### src/rtl/debounce_multi.sv
// Multi-channel input debouncer: per-channel synchroniser, stability counter FSM,
// registered clean level and single-cycle rise/fall pulses.
module debounce_multi #(
  parameter int unsigned NUM_CHANNELS           = 4,
  parameter int unsigned DEBOUNCE_COUNTER_WIDTH = 24,
  parameter int unsigned SYNC_STAGES            = 2,
  parameter bit          RESET_LEVEL            = 1'b0
) (
  input  logic                              i_clock,
  input  logic                              i_reset,
  input  logic [DEBOUNCE_COUNTER_WIDTH-1:0] i_debounce_counter,
  input  logic [NUM_CHANNELS-1:0]           i_bouncing_signal,
  output logic [NUM_CHANNELS-1:0]           o_debounced_signal,
  output logic [NUM_CHANNELS-1:0]           o_rise_pulse,
  output logic [NUM_CHANNELS-1:0]           o_fall_pulse,
  output logic [NUM_CHANNELS-1:0]           o_busy
);

  localparam int unsigned W = DEBOUNCE_COUNTER_WIDTH;
  localparam logic [W-1:0] CNT_ONE = W'(1);

  typedef enum logic {
    ST_STABLE = 1'b0,
    ST_FILTER = 1'b1
  } state_e;

  // A zero request still needs one edge of agreement before the output moves.
  logic [W-1:0] d_eff;
  assign d_eff = (i_debounce_counter == '0) ? CNT_ONE : i_debounce_counter;

  for (genvar c = 0; c < NUM_CHANNELS; c++) begin : g_ch
    logic [SYNC_STAGES-1:0] sync_q;
    logic                   s;
    state_e                 state_q, state_d;
    logic [W-1:0]           count_q, count_d;
    logic [W-1:0]           deff_q, deff_d;
    logic                   out_q, out_d;
    logic                   rise_q, rise_d;
    logic                   fall_q, fall_d;

    // NOTE: sequential state is written with <= so every flop samples pre-edge values.
    always_ff @(posedge i_clock) begin
      if (i_reset) begin
        sync_q <= {SYNC_STAGES{RESET_LEVEL}};
      end else begin
        sync_q <= {sync_q[SYNC_STAGES-2:0], i_bouncing_signal[c]};
      end
    end

    assign s = sync_q[SYNC_STAGES-1];

    always_ff @(posedge i_clock) begin
      if (i_reset) begin
        state_q <= ST_STABLE;
        count_q <= '0;
        deff_q  <= '0;
        out_q   <= RESET_LEVEL;
        rise_q  <= 1'b0;
        fall_q  <= 1'b0;
      end else begin
        state_q <= state_d;
        count_q <= count_d;
        deff_q  <= deff_d;
        out_q   <= out_d;
        rise_q  <= rise_d;
        fall_q  <= fall_d;
      end
    end

    // NOTE: every next-state signal gets a default first so no latch is inferred.
    always_comb begin
      state_d = state_q;
      count_d = count_q;
      deff_d  = deff_q;
      out_d   = out_q;
      rise_d  = 1'b0;
      fall_d  = 1'b0;
      unique case (state_q)
        ST_STABLE: begin
          if (s != out_q) begin
            deff_d = d_eff;
            if (d_eff == CNT_ONE) begin
              out_d   = s;
              rise_d  = s;
              fall_d  = ~s;
              count_d = '0;
            end else begin
              count_d = CNT_ONE;
              state_d = ST_FILTER;
            end
          end
        end
        ST_FILTER: begin
          if (s == out_q) begin
            count_d = '0;
            state_d = ST_STABLE;
          end else if (count_q + CNT_ONE == deff_q) begin
            // count_q stays below deff_q, so the increment cannot wrap.
            out_d   = s;
            rise_d  = s;
            fall_d  = ~s;
            count_d = '0;
            state_d = ST_STABLE;
          end else begin
            count_d = count_q + CNT_ONE;
          end
        end
        default: state_d = ST_STABLE;
      endcase
    end

    assign o_debounced_signal[c] = out_q;
    assign o_rise_pulse[c]       = rise_q;
    assign o_fall_pulse[c]       = fall_q;
    assign o_busy[c]             = (state_q == ST_FILTER);
  end

endmodule

### config.mk
export PLATFORM = sky130hd
export DESIGN_NAME = debounce_multi
export DESIGN_NICKNAME = d
export VERILOG_FILES = /design/src/rtl/debounce_multi.sv
export SDC_FILE = /design/constraint.sdc
export NUM_CORES = 1
export LEC_CHECK = 0
export ABC_AREA = 1
export ABC_CLOCK_PERIOD_IN_PS = 3000
export CAP_MARGIN = 20
export CORE_MARGIN = 4
export CORE_UTILIZATION = 55
export DETAILED_ROUTE_END_ITERATION = 16
export PLACE_DENSITY = 0.72
export RECOVER_POWER = 100
export SLEW_MARGIN = 20
export SYNTH_ARGS = -nofsm -noshare
export SYNTH_HDL_FRONTEND = slang
export SYNTH_SLANG_ARGS = --single-unit
### constraint.sdc
create_clock -name i_clock -period 3 [get_ports i_clock]
set_input_delay 0.45 -clock i_clock [delete_from_list [all_inputs] [get_ports i_clock]]
set_output_delay 0.45 -clock i_clock [all_outputs]
set_load 0.1 [all_outputs]
==> impl_metrics.json <==
{
  "status": "completed",
  "io_buffers": 45,
  "synth.area.top_cells": "dfxtp_1 32%, nand2_1 18%, nand3_1 8.6%, a21oi_1 7.8%, inv_1 6.5%",
  "min_period_ns": 2.718,
  "htree_levels": 1,
  "synthesis.area_um2": 13350,
  "power_density_nw_per_um2": 495.0,
  "max-vdd-ir-drop_mv": 0.5337,
  "vias": 13630,
  "synth_top_area_share": 0.3240,
  "p_leak_nw": 6.174,
  "reg2regPathDepth": 15,
  "ys.flop_type": "dfxtp_1",
  "worst_pin_slew_ns": 1.196,
  "crit_arrival_ns": 3.11,
  "globalRouteTotalUtil": 0.2890,
  "hold_viol_final": 0,
  "post_cts_buffers": 0,
  "instances_no_fill": 2506,
  "min_period_over_period": 0.9061,
  "synth_fa_ha_area_frac": 0.003750,
  "cts_made_buffers": 25,
  "reg2reg_setup_slack_ns": 0.28,
  "io_pins": 46,
  "critPathLaunchType": "register",
  "rsz0062_at_grt": "false",
  "design_area_um2": 14780,
  "required_ns": 3.39,
  "drv_slew": 0,
  "synthDistinctLibCells": 41,
  "synth_compound_area_frac": 0.1229,
  "syn_nets": 2186,
  "clock-sinks": 216,
  "die_w_um": 163.8,
  "async_reset_ff_frac": 0,
  "skew_ns": 0.02310,
  "synth_simple_gate_area_frac": 0.4193,
  "ys_ff_latch": 216,
  "drt-total-wl_mm": 39.05,
  "cts_hold_buf": 0,
  "antenna_found_initial": 1,
  "cts_resized": 0,
  "drc_errors": 0,
  "grt_pass1_wl_mm": 63.05,
  "tritoncts": "yes",
  "dp_hpwl_mm": 28.08,
  "grt_overflow": 0,
  "grt_max_degree": 109,
  "core_um2": 23680,
  "hold_class": "reg2reg",
  "routedWlPerCell_um": 15.58,
  "synth.area.mux_share": 0,
  "yosys_warnings": 0,
  "die_h_um": 163.8,
  "drt_pass1_iterations": 5,
  "setup_viol": 0,
  "synth-edff-count": 0,
  "cts-root-buf": "clkbuf_16",
  "rows": 56,
  "synth_xor_xnor_area_share": 0.02691,
  "insertion_delay_ns": 0.55,
  "dpl.cell_count": 2459,
  "synth.avg_cell_area_um2": 6.201,
  "critPathCapture": "g_ch[1].count_q[2]",
  "fin_setup_tns_ns": 0,
  "critPathKind": "reg2reg",
  "yosys.area.top_type": "dfxtp_1",
  "routabilityCongestion": 0.9557,
  "ys_seq_area_frac": 0.3240,
  "r2r_start": "g_ch[1].count_q[0]",
  "drtAntennaViolNets": 0,
  "drive_gt1_frac": 0.06679,
  "nets": 2201,
  "first_iter_violations": 1199,
  "rr_endpoint": "g_ch[1].count_q[2]",
  "postSynthCellCount": 2152,
  "post-route-util": 0.6240,
  "placed_area_um2": 13980,
  "nFillCells": 2337,
  "end_kind": "register",
  "synth_top_family_by_area": "simple AND/OR/NAND/NOR gates",
  "critPathLaunch": "g_ch[1].count_q[0]",
  "clockBufferDepth": 3,
  "first_global_vias": 12240,
  "max_freq_ghz": 0.3679,
  "area_growth_pct": 10.74,
  "clk_pin_slew_ns": 0.07,
  "holdWs_ns": 0.4003,
  "maxCapViolations": 0,
  "start_util": 0.5635,
  "dieArea_um2": 26820,
  "post_drt_via_cell_ratio": 5.438,
  "slew_headroom": 0.2060,
  "cp_max_fo": 24
}
## flip-flops by register name, indices dropped and copies added (netlist names)
signal and flops:
g_ch.fall_q 4, g_ch.deff_q 96, g_ch.rise_q 4, g_ch.count_q 96, g_ch.state_q 4, g_ch.out_q 4, g_ch.sync_q 8
## layer usage
| metal | wire, um | up-vias | share of wire | GRT usage |
|---|---|---|---|---|
| met1 | 17630 | 6149 | 0.45 | 0.4013 |
| met2 | 17350 | 425 | 0.44 | 0.4682 |
| met5 | 0 | - | 0 | 0 |
| li1 | - | 6984 | - | - |
| met4 | 1254 | 0 | 0.032 | 0.08730 |
| met3 | 2812 | 70 | 0.072 | 0.04090 |
## worst min path at each step
stage | from | endpoint | slack, ns | depth (start not counted)
3_5_place_dp | g_ch[3].sync_q[0] | g_ch[3].sync_q[1] | 0.39 | 2
2_1_floorplan | g_ch[0].sync_q[0] | g_ch[0].sync_q[1] | 0.39 | 2
3_3_place_gp | g_ch[1].sync_q[0] | g_ch[1].sync_q[1] | 0.39 | 2
5_1_grt | g_ch[3].sync_q[0] | g_ch[3].sync_q[1] | 0.43 | 2
6_report | g_ch[3].sync_q[0] | g_ch[3].sync_q[1] | 0.40 | 2
4_1_cts | g_ch[3].sync_q[0] | g_ch[3].sync_q[1] | 0.40 | 2
## cell usage in the layout (no fill, tap or decap), types with 6 or more instances in the layout
cell type / n
nor3_1: 11
nor2_1: 195
o21ai_1: 6
xnor2_1: 10
clkdlybuf4s50_1: 27
nand2_2: 7
nand4_1: 36
nor2_2: 20
a21oi_1: 207
nand3_1: 244
nand3_2: 6
o21ai_0: 100
inv_1: 232
nand2_1: 653
clkbuf_16: 25
xor2_1: 10
nand3b_1: 46
inv_2: 12
dfxtp_1: 216
nor2_4: 11
bufinv_16: 6
buf_4: 24
clkbuf_1: 18
## cells by family (layout without fill, tap and decap cells)
family | after synthesis | in the layout
buffers and inverters | 334 | 368
DFF | 216 | 216
xor gates and xnor gates | 28 | 28
and+or+nand+nor | 1247 | 1247
other | 0 | 1
AOI/OAI and AO/OA | 323 | 323
adders and majority gates | 4 | 4
## critical path: stages, from the launching register on
cell and delay (ns):
dfxtp_1 0.38, inv_1 0.10, nor2_1 0.29, nand2_1 0.28
nor2_2 0.24, nand2_1 0.10, nand2_1 0.09, nand2_1 0.05
nand2_1 0.08, inv_1 0.05, nor2_1 0.11, nand3b_1 0.09
nor2_1 0.13, nand2_2 0.32, nand3_1 0.17, a21oi_1 0.07
## area by class of cell
class | instances | area (um^2) | share of cell area
multi-input cells | 1602 | 7599 | 0.5141
inverters | 244 | 915.9 | 0.06197
clock inverters | 15 | 241.5 | 0.01634
clock buffers | 31 | 698.2 | 0.04724
repair buffers | 78 | 599.3 | 0.04055
well taps | 319 | 399.1 | 0.02701
diodes | 1 | 2.502 | 0.0001693
flip-flops and latches | 216 | 4324 | 0.2926
## through the flow
stage | power (W) | setup slack [ns]
after global routing | 0.007583 | 0.01349
after global placement | 0.003864 | 0.2663
after detailed placement | 0.003877 | 0.2250
after CTS | 0.007345 | 0.2232
final | 0.007316 | 0.2818
after floorplan | 0.003615 | 0.8582
## cells in the mapped netlist, types with 17 or more instances
cell type  instances
nor2_1           201
nand3_1          230
clkbuf_1          60
nand3_2           21
nand3b_1          46
a21oi_1          208
dfxtp_1          216
buf_4             17
o21ai_0          100
nand4_1           36
nand2_1          650
inv_1            232
## power by group
group	internal [W]	switching, W
logic	0.000260	0.000493
registers	0.00297	0.000103
clock network	0.00217	0.00132
total	0.00540	0.00191
Note: power is estimated with default switching activity, not from simulation.
